## config.mk

```make
export PLATFORM = sky130hd
export DESIGN_NAME = clasificador_pulsador_flat
export DESIGN_NICKNAME = d
export VERILOG_FILES = /design/src/rtl/clasificador_pulsador_pkg.sv /design/src/rtl/clasificador_pulsador_if.sv /design/src/rtl/clasificador_pulsador_detector_flanco.sv /design/src/rtl/clasificador_pulsador.sv /design/src/flat_wrapper.sv
export SDC_FILE = /design/constraint.sdc
export NUM_CORES = 1
export LEC_CHECK = 0
export ABC_AREA = 1
export BUFFER_PORTS_ARGS = -buffer_cell sky130_fd_sc_hd__buf_4
export CAP_MARGIN = 20
export CORE_ASPECT_RATIO = 0.8
export CORE_MARGIN = 1.5
export CORE_UTILIZATION = 43
export CTS_CLUSTER_DIAMETER = 50
export DETAILED_ROUTE_END_ITERATION = 8
export HOLD_SLACK_MARGIN = 0.02
export PLACE_DENSITY_LB_ADDON = 0.08
export SETUP_SLACK_MARGIN = 0.1
export SYNTH_ARGS = -nofsm -noshare
export SYNTH_HDL_FRONTEND = slang
export SYNTH_HIERARCHICAL = 1
export SYNTH_SLANG_ARGS = --single-unit
```

## constraint.sdc

```tcl
create_clock -name clk -period 2 [get_ports clk]
set_input_delay 0.6 -clock clk [delete_from_list [all_inputs] [get_ports clk]]
set_output_delay 0.6 -clock clk [all_outputs]
set_load 0.01 [all_outputs]
```

## src/rtl/clasificador_pulsador_pkg.sv

```systemverilog
// Shared definitions for the push-button classifier: FSM state encodings,
// counter width and the default timing constants for a 12 MHz clock.
package clasificador_pulsador_pkg;

    typedef enum logic [1:0] {
        REPOSO     = 2'd0,
        PRESIONADO = 2'd1,
        MANTENIDO  = 2'd2
    } estado_t;

    localparam int CNT_W = 32;

    // 1 s long-press threshold and 200 ms auto-repeat period at 12 MHz
    localparam logic [CNT_W-1:0] T_LARGO_12MHZ      = 32'd12_000_000;
    localparam logic [CNT_W-1:0] T_REPETICION_12MHZ = 32'd2_400_000;
    localparam bit               HAB_REPETICION_DEF = 1'b1;

    // True on the last cycle of a period of 'periodo' cycles counted from 0
    function automatic logic es_terminal(input logic [CNT_W-1:0] cnt,
                                         input logic [CNT_W-1:0] periodo);
        return cnt == (periodo - 32'd1);
    endfunction

endpackage

```

## src/rtl/clasificador_pulsador_if.sv

```systemverilog
// Button level in, classification level and pulses out.
// master: the side that drives the button level (debounce stage / bench).
// slave:  the classifier itself.
interface clasificador_pulsador_if;

    logic btn_clean;
    logic presionado;
    logic pulso_presion;
    logic pulso_corto;
    logic pulso_largo;
    logic pulso_repeticion;

    modport master (
        output btn_clean,
        input  presionado,
        input  pulso_presion,
        input  pulso_corto,
        input  pulso_largo,
        input  pulso_repeticion
    );

    modport slave (
        input  btn_clean,
        output presionado,
        output pulso_presion,
        output pulso_corto,
        output pulso_largo,
        output pulso_repeticion
    );

endinterface

```

## src/rtl/clasificador_pulsador_detector_flanco.sv

```systemverilog
// Rise/fall detector on a signal already synchronous to clk. The reset value
// of the history register is a parameter so the owner can decide whether a
// level present at reset release counts as an edge.
module detector_flanco #(
    parameter bit RST_VAL = 1'b0
) (
    input  logic clk,
    input  logic rst,
    input  logic d,
    output logic subida,
    output logic bajada
);

    logic d_prev_reg;

    // One-cycle history of d
    always_ff @(posedge clk) begin
        if (rst) begin
            d_prev_reg <= RST_VAL;
        end else begin
            d_prev_reg <= d;
        end
    end

    assign subida = d & ~d_prev_reg;
    assign bajada = ~d & d_prev_reg;

endmodule

```

## src/rtl/clasificador_pulsador.sv

```systemverilog
// Push-button classifier: turns a debounced button level into press, short,
// long and auto-repeat pulses. A single 32-bit counter times both the
// long-press threshold and the repeat period; every output is a register.
module clasificador_pulsador
    import clasificador_pulsador_pkg::*;
#(
    parameter logic [CNT_W-1:0] T_LARGO        = T_LARGO_12MHZ,
    parameter logic [CNT_W-1:0] T_REPETICION   = T_REPETICION_12MHZ,
    parameter bit               HAB_REPETICION = HAB_REPETICION_DEF
) (
    input  logic                    clk,
    input  logic                    rst,
    clasificador_pulsador_if.slave  pul
);

    estado_t          state_reg;
    logic [CNT_W-1:0] cnt_reg;
    logic             presionado_reg;
    logic             pulso_presion_reg;
    logic             pulso_corto_reg;
    logic             pulso_largo_reg;
    logic             pulso_repeticion_reg;

    logic subida;
    logic bajada;
    logic soltado;

    // History resets to 1 so a button held across reset release is not
    // mistaken for a fresh press; it must be released and pressed again.
    detector_flanco #(
        .RST_VAL (1'b1)
    ) u_flanco (
        .clk    (clk),
        .rst    (rst),
        .d      (pul.btn_clean),
        .subida (subida),
        .bajada (bajada)
    );

    // In the held states the history is always 1, so bajada alone marks the
    // release; the level term keeps a held state from lingering if the
    // history were ever out of step with the state.
    assign soltado = bajada | ~pul.btn_clean;

    // Classification FSM with counter and registered outputs. Release is
    // tested before the terminal counts so it wins when both coincide.
    always_ff @(posedge clk) begin
        if (rst) begin
            state_reg            <= REPOSO;
            cnt_reg              <= '0;
            presionado_reg       <= 1'b0;
            pulso_presion_reg    <= 1'b0;
            pulso_corto_reg      <= 1'b0;
            pulso_largo_reg      <= 1'b0;
            pulso_repeticion_reg <= 1'b0;
        end else begin
            pulso_presion_reg    <= 1'b0;
            pulso_corto_reg      <= 1'b0;
            pulso_largo_reg      <= 1'b0;
            pulso_repeticion_reg <= 1'b0;

            case (state_reg)
                REPOSO: begin
                    if (subida) begin
                        pulso_presion_reg <= 1'b1;
                        cnt_reg           <= '0;
                        state_reg         <= PRESIONADO;
                        presionado_reg    <= 1'b1;
                    end else begin
                        presionado_reg    <= 1'b0;
                    end
                end

                PRESIONADO: begin
                    if (soltado) begin
                        pulso_corto_reg <= 1'b1;
                        cnt_reg         <= '0;
                        state_reg       <= REPOSO;
                        presionado_reg  <= 1'b0;
                    end else if (es_terminal(cnt_reg, T_LARGO)) begin
                        pulso_largo_reg <= 1'b1;
                        cnt_reg         <= '0;
                        state_reg       <= MANTENIDO;
                        presionado_reg  <= 1'b1;
                    end else begin
                        cnt_reg         <= cnt_reg + 32'd1;
                        presionado_reg  <= 1'b1;
                    end
                end

                MANTENIDO: begin
                    if (soltado) begin
                        cnt_reg        <= '0;
                        state_reg      <= REPOSO;
                        presionado_reg <= 1'b0;
                    end else begin
                        presionado_reg <= 1'b1;
                        if (HAB_REPETICION) begin
                            if (es_terminal(cnt_reg, T_REPETICION)) begin
                                pulso_repeticion_reg <= 1'b1;
                                cnt_reg              <= '0;
                            end else begin
                                cnt_reg <= cnt_reg + 32'd1;
                            end
                        end
                    end
                end

                default: begin
                    state_reg      <= REPOSO;
                    cnt_reg        <= '0;
                    presionado_reg <= 1'b0;
                end
            endcase
        end
    end

    assign pul.presionado       = presionado_reg;
    assign pul.pulso_presion    = pulso_presion_reg;
    assign pul.pulso_corto      = pulso_corto_reg;
    assign pul.pulso_largo      = pulso_largo_reg;
    assign pul.pulso_repeticion = pulso_repeticion_reg;

endmodule

```

## src/flat_wrapper.sv

```systemverilog
// flat-port wrapper written by rule: the top's interface ports become plain ports
module clasificador_pulsador_flat import clasificador_pulsador_pkg::*;
#(
    parameter logic [CNT_W-1:0] T_LARGO        = T_LARGO_12MHZ,
    parameter logic [CNT_W-1:0] T_REPETICION   = T_REPETICION_12MHZ,
    parameter bit               HAB_REPETICION = HAB_REPETICION_DEF
)
  (clk, rst, pul_btn_clean, pul_presionado, pul_pulso_presion, pul_pulso_corto, pul_pulso_largo, pul_pulso_repeticion);
  clasificador_pulsador_if pul_i ();
  input  logic clk;
  input  logic rst;
  input wire logic [$bits(pul_i.btn_clean)-1:0] pul_btn_clean;
  output wire logic [$bits(pul_i.presionado)-1:0] pul_presionado;
  output wire logic [$bits(pul_i.pulso_presion)-1:0] pul_pulso_presion;
  output wire logic [$bits(pul_i.pulso_corto)-1:0] pul_pulso_corto;
  output wire logic [$bits(pul_i.pulso_largo)-1:0] pul_pulso_largo;
  output wire logic [$bits(pul_i.pulso_repeticion)-1:0] pul_pulso_repeticion;
  assign pul_i.btn_clean = pul_btn_clean;
  assign pul_presionado = pul_i.presionado;
  assign pul_pulso_presion = pul_i.pulso_presion;
  assign pul_pulso_corto = pul_i.pulso_corto;
  assign pul_pulso_largo = pul_i.pulso_largo;
  assign pul_pulso_repeticion = pul_i.pulso_repeticion;
  clasificador_pulsador #(.T_LARGO(T_LARGO), .T_REPETICION(T_REPETICION), .HAB_REPETICION(HAB_REPETICION)) u_core (.clk(clk), .rst(rst), .pul(pul_i));
endmodule
```

### Yosys cells after proc, flatten, opt, wreduce, memory -nomap -nowiden

Cells that the tools add are included.

* register bits after elaboration: 40
* output and inout bits: 5
* word-level logic and storage cells: 48

* $add $sub $neg: 1
* equal/unequal tests: 7
* muxes and demuxes: 17
* bitwise gates (word level): 8
* reductions and logical operators: 7

Operator list (number)
* 32-bit two-way mux: 5
* 32-bit case mux with 3 select lines: 1
* 32-bit by 1-bit adder with 32-bit output (second input constant): 1
* 32-bit by 22-bit equality test with 1-bit output (second input constant): 1
* 32-bit by 24-bit equality test with 1-bit output (second input constant): 1
* 2-bit two-way mux: 4
* 2-bit case mux with 3 select lines: 1
* 2-bit OR reduction: 3
* 3-bit OR reduction: 2
* 1-bit two-way mux: 5
* 1-bit NOT: 5
* 2-bit by 1-bit != test with 1-bit output (second input constant): 2
* 3-bit by 1-bit != test with 1-bit output (second input constant): 1
* 3-bit AND reduction: 1
* 1-bit AND: 2
* 2-bit by 1-bit equality test with 1-bit output (second input constant): 1
* 2-bit equality test (second input constant): 1
* 2-bit logical NOT: 1
* 1-bit case mux with 2 select lines: 1
* 1-bit bitwise OR: 1

### Longest topological paths before layout

* word-level depth: 5
* depth in mapped cells: 13
* mapped depth without buffers: 12

### Modules after synthesis

The synthesis kept the hierarchy.

By module, submodules not included
* clasificador_pulsador: times used 1, cells an instance 400, area each 2414.8 sq um, sequential area each 780.7 sq um
* detector_flanco: times used 1, cells an instance 7, area each 42.5 sq um, sequential area each 20.0 sq um

### Worst setup path before layout

Ideal clock, no wire load.

* kind: input to register
* start point: input port pul_btn_clean
* end point: register u_core.cnt_reg[6]
* library setup time: 0.122 ns
* arrival: 1.646 ns
* required time: 1.878 ns
* setup slack: 0.232 ns
* stages on the path: 8
* buffers on the path: 1
* path through: inv_1 -> nor2_1 -> nor2_1 -> inv_1 -> clkbuf_1 -> nand3_1 -> o32ai_1 -> nor2_1

* elaborated cells between the ends (all ways): 8

RTL lines
* start: declaration: line flat_wrapper.sv:12 `input wire logic [$bits(pul_i.btn_clean)-1:0] pul_btn_clean;`
* 1-bit AND: line clasificador_pulsador_detector_flanco.sv:25 `assign subida = d & ~d_prev_reg;`
* named net u_core.subida: line clasificador_pulsador.sv:24 `logic subida;`
* 2-bit by 1-bit != test with 1-bit output (no source line)
* end signal: assignment: line clasificador_pulsador.sv:86 `cnt_reg <= cnt_reg + 32'd1;`
* end signal: assignment: line clasificador_pulsador.sv:103 `cnt_reg <= cnt_reg + 32'd1;`
* end: declaration: line clasificador_pulsador.sv:17 `logic [CNT_W-1:0] cnt_reg;`

The timed path passes the listed nets, and every way through them passes these cells.
A chain may end at the register's enable or synchronous reset.

### Final worst setup path

* start point: register u_core.state_reg[0]
* end point: register u_core.cnt_reg[17]

* longest elaborated chain between the ends: 2
* elaborated cells between the ends (all ways): 5

RTL lines
* start: declaration: line clasificador_pulsador.sv:16 `estado_t state_reg;`
* start signal: assignment: line clasificador_pulsador.sv:49 `state_reg <= REPOSO;`
* start signal: assignment: line clasificador_pulsador.sv:67 `state_reg <= PRESIONADO;`
* start signal: assignment: line clasificador_pulsador.sv:78 `state_reg <= REPOSO;`
* 2-bit equality test (tied with other cells): line clasificador_pulsador.sv:62 `case (state_reg)`
* 32-bit case mux with 3 select lines or 2-bit by 1-bit != test with 1-bit output (tied branches)

Parallel ways exist; a longest one is shown, timed or not.

==> metrics.md <==
| Metric | Value |
|---|---|
| Status | `completed` |
| Final Max Slew Viols | `0` |
| Worst-Margin Slew | `481.7 ps` |
| Initial Util | `between 40% and 50%` |
| Arr. time, crit path | `1920 ps` |
| Ant diodes | `0` |
| Part of the power in the clock network | `around a quarter` |
| Setup Skew | `9.299 ps` |
| Final hold vios | `0` |
| Number of synthesis warnings | `6` |
| PD cells | `slightly below 800 nW/um2` |
| Crit path max fanout | `5` |
| H-tree depth | `2` |
| Port bufs | `7` |
| Max cap viols | `0` |
| Root Driver | `clkbuf_8` |
| 1st-iter DRT viols | `157` |
| Tcrit/Tclk final | `between 80% and 90%` |
| Vias per inst | `slightly below 5` |
| Critical Path RT | `~2200 ps` |
| Core Rows | `24` |
| Setup TNS | `0 ps` |
| Hold WC Path Type | `flip-flop to flip-flop` |
| Ports | `8` |
| Vias in the first global route | `roughly 2200` |
| First-pass GRT wire length | `~11000 um` |
| #FFs+latches synth | `40` |
| RSZ-0062 raised after global routing | `no` |
| Inserted Clock Buffers | `5` |
| DRC viols | `0` |
| Register area share after synthesis | `between 30% and 40%` |
| Sink Count | `40` |
| First drt pass iteration count | `5` |
| Worst Hold Slack | `between 500 and 600 ps` |
| Sw Share | `a little under two fifths` |
| Largest net degree at the start of global routing | `24` |
| DR vias | `2459` |
| Synth Cell Area | `around 2500 um2` |
| DRT antenna net count | `0` |
| FILL cells | `~600` |
| Die Wd | `just under 90 um` |
| Fraction of synthesized area in multiplexers | `0%` |
| Final setup margin | `between 200 and 300 ps` |
| Leakage | `between 1 and 1.5 nW` |
| Post-synthesis cell count | `approximately 410` |
| Sequential power share | `roughly 39%` |
| Max reg flops | `32` |
| Crit Path Class | `flip-flop to flip-flop` |
| Average cell area after synthesis | `around 6.0 um2` |
| Hold wc startpoint | `u_core/cnt_reg[1]` |
| Reg2Reg Depth | `10` |
| Setup violators final | `0` |
| Post-synthesis xor/xnor area fraction | `under 10%` |
| Int Pwr | `1.369 mW` |
| Clock Path Buffers | `2` |
| Switch Pwr | `~0.83 mW` |
| CTS tree | `yes` |
| Crit. End Element | `flip-flop` |
| HPWL Detailed | `~4800 um` |
| Core Footprint | `5495 um2` |
| Simple-Gate Fraction of Synth Area | `approximately 46%` |
| Synthesized-area fraction occupied by adder cells | `~2.5%` |
| Pre-CTS setup slack | `between 70 and 80 ps` |
| Critical Path Start Type | `flip-flop` |
| Combinational family with the most area after synthesis | `simple AND/OR/NAND/NOR gates` |
| GPL Wtd Cong | `0.9115` |
| Fraction of layout cells with a size suffix above 1 | `a little over a tenth` |
| Worst-path clk slew | `around 80 ps` |
| Worst Hold Depth | `2` |
| Fmax | `~580 MHz` |
| Reg2reg start | `u_core/state_reg[0]` |
| Syn Nets | `between 400 and 500` |
| Synth Area in Compound Gates | `7.637%` |
| Maximum VDD drop | `a little under 0.5 mV` |
| Synth-to-Final Area Change | `14.31%` |
| FF-to-FF End | `u_core/cnt_reg[17]` |
| Worst-skew pair later-pin latency | `300 ps` |
| Hold EP | `u_core/cnt_reg[1]` |
| Per-cell routed wire length | `12.40 um` |
| Global-route usage over all layers | `between 20% and 30%` |
| Final nets | `434` |
| Slew HR | `between 60% and 70%` |
| Die footprint | `slightly above 6000 um2` |
| Routed wire length | `~6300 um` |
| Share of total power in combinational logic | `between 30 and 40%` |
| Yosys cell types | `27` |
| FF-to-FF setup slack | `between 200 and 300 ps` |
| GRT overflow | `0` |
| Final min period | `approximately 1700 ps` |
| Final Power | `between 2 and 2.5 mW` |
| Die Height | `70.62 um` |
| Initial antenna violation count | `0` |
[power by group through the flow]
stage                     sequential, mW  combinational (mW)  clock, mW
after floorplan                    0.868               0.461          0
after global placement             0.866               0.705          0
after detailed placement           0.868               0.713          0
after CTS                          0.849               0.719      0.595
after global routing               0.852               0.861      0.626
final                              0.849               0.782      0.571
[worst max-delay path: stages, from the launching register on]
cell and delay, ps:
dfxtp_1 370, inv_1 90, ha_1 240, inv_1 60, nor2_1 60, buf_4 160, nor2_2 160, nand3_1 130
nor2_1 140, xor2_1 150, nor2_1 60
[cell families after synthesis]
kind of cell	after synthesis
xor+xnor	7
simple gates	263
fa+ha+maj	5
flops	40
compound gates	36
buf+inv	56
[final cells by class]
| class | count | area, um2 | share of cell area (%) |
|---|---|---|---|
| multi-input combinational | 311 | 1470 | 52.34 |
| clock buffer | 6 | 82.58 | 2.940 |
| sequential | 40 | 802.0 | 28.55 |
| inverter | 48 | 180.2 | 6.414 |
| tap | 78 | 97.59 | 3.474 |
| timing repair buffer | 20 | 166.4 | 5.924 |
| clock inverter | 2 | 10.01 | 0.3563 |
[metal layers]
metal	global-route usage [%]	part of all wire, %	up-vias
met2	30.00	39	47
met5	0	0	-
met3	4.084	4.2	7
met4	7.055	1.2	0
met1	33.72	56	1087
li1	-	-	1318
[Yosys cell counts]
master | number | area (um2)
o22ai_1 | 2 | 12.51
nand2_2 | 4 | 25.02
nor3b_1 | 1 | 7.510
o32ai_1 | 1 | 8.760
and2_1 | 1 | 6.260
nand3b_1 | 1 | 7.510
nor2_1 | 71 | 266.5
a21oi_1 | 24 | 120.1
dfxtp_1 | 40 | 800.8
and3_1 | 1 | 6.260
o21ai_0 | 8 | 40.04
xor2_1 | 6 | 52.55
nand2_1 | 126 | 473.0
a31oi_1 | 1 | 6.260
nor2_2 | 2 | 12.51
nor3_1 | 5 | 25.02
nor4_1 | 2 | 12.51
nand4_1 | 6 | 37.54
ha_1 | 5 | 62.56
nand3_1 | 38 | 190.2
buf_2 | 1 | 5.000
xnor2_1 | 1 | 8.760
clkbuf_1 | 6 | 22.52
nand2_4 | 3 | 33.78
buf_6 | 1 | 11.26
inv_1 | 48 | 180.2
nor2_4 | 2 | 22.52
[per-stage QoR]
step	instances	cell area [um2]	util [%]
after global routing	505	2809	51.12
final	505	2809	51.12
after global placement	496	2659	48.38
after floorplan	407	2457	-
after CTS	504	2751	50.07
after detailed placement	496	2659	48.38
[cell usage in the layout, fill, tap and decap left out, types with 2 or more instances in the layout]
| cell | n |
|---|---|
| dfxtp_1 | 39 |
| nand4_1 | 6 |
| o22ai_1 | 2 |
| nor2_1 | 69 |
| buf_4 | 18 |
| clkbuf_8 | 6 |
| nor4_1 | 2 |
| nor2_4 | 3 |
| ha_1 | 4 |
| nand2_8 | 2 |
| nor2_2 | 3 |
| xor2_1 | 6 |
| a21oi_1 | 24 |
| nand2_2 | 5 |
| nand2_1 | 125 |
| nor3_1 | 5 |
| inv_1 | 47 |
| nand3_1 | 38 |
| o21ai_0 | 8 |
| clkinv_2 | 2 |
[worst max-delay path by stage]
stage / start / endpoint / slack, ps
3_5_place_dp: pul_btn_clean / u_core/cnt_reg[17] / 70
2_1_floorplan: pul_btn_clean / u_core/cnt_reg[6] / 230
4_1_cts: u_core/cnt_reg[1] / u_core/cnt_reg[13] / 160
3_3_place_gp: pul_btn_clean / u_core/cnt_reg[17] / 110
5_1_grt: u_core/state_reg[0] / u_core/cnt_reg[5] / 100
6_report: u_core/state_reg[0] / u_core/cnt_reg[17] / 260
[timing repair]
action,4_1_cts,5_1_grt
setup buffers,0,1
endpoints found under the setup margin,0,20
hold endpoints to repair,0,0
gates resized for setup,0,10
hold buffers,0,0
Note: power is estimated with default switching activity, not from simulation.
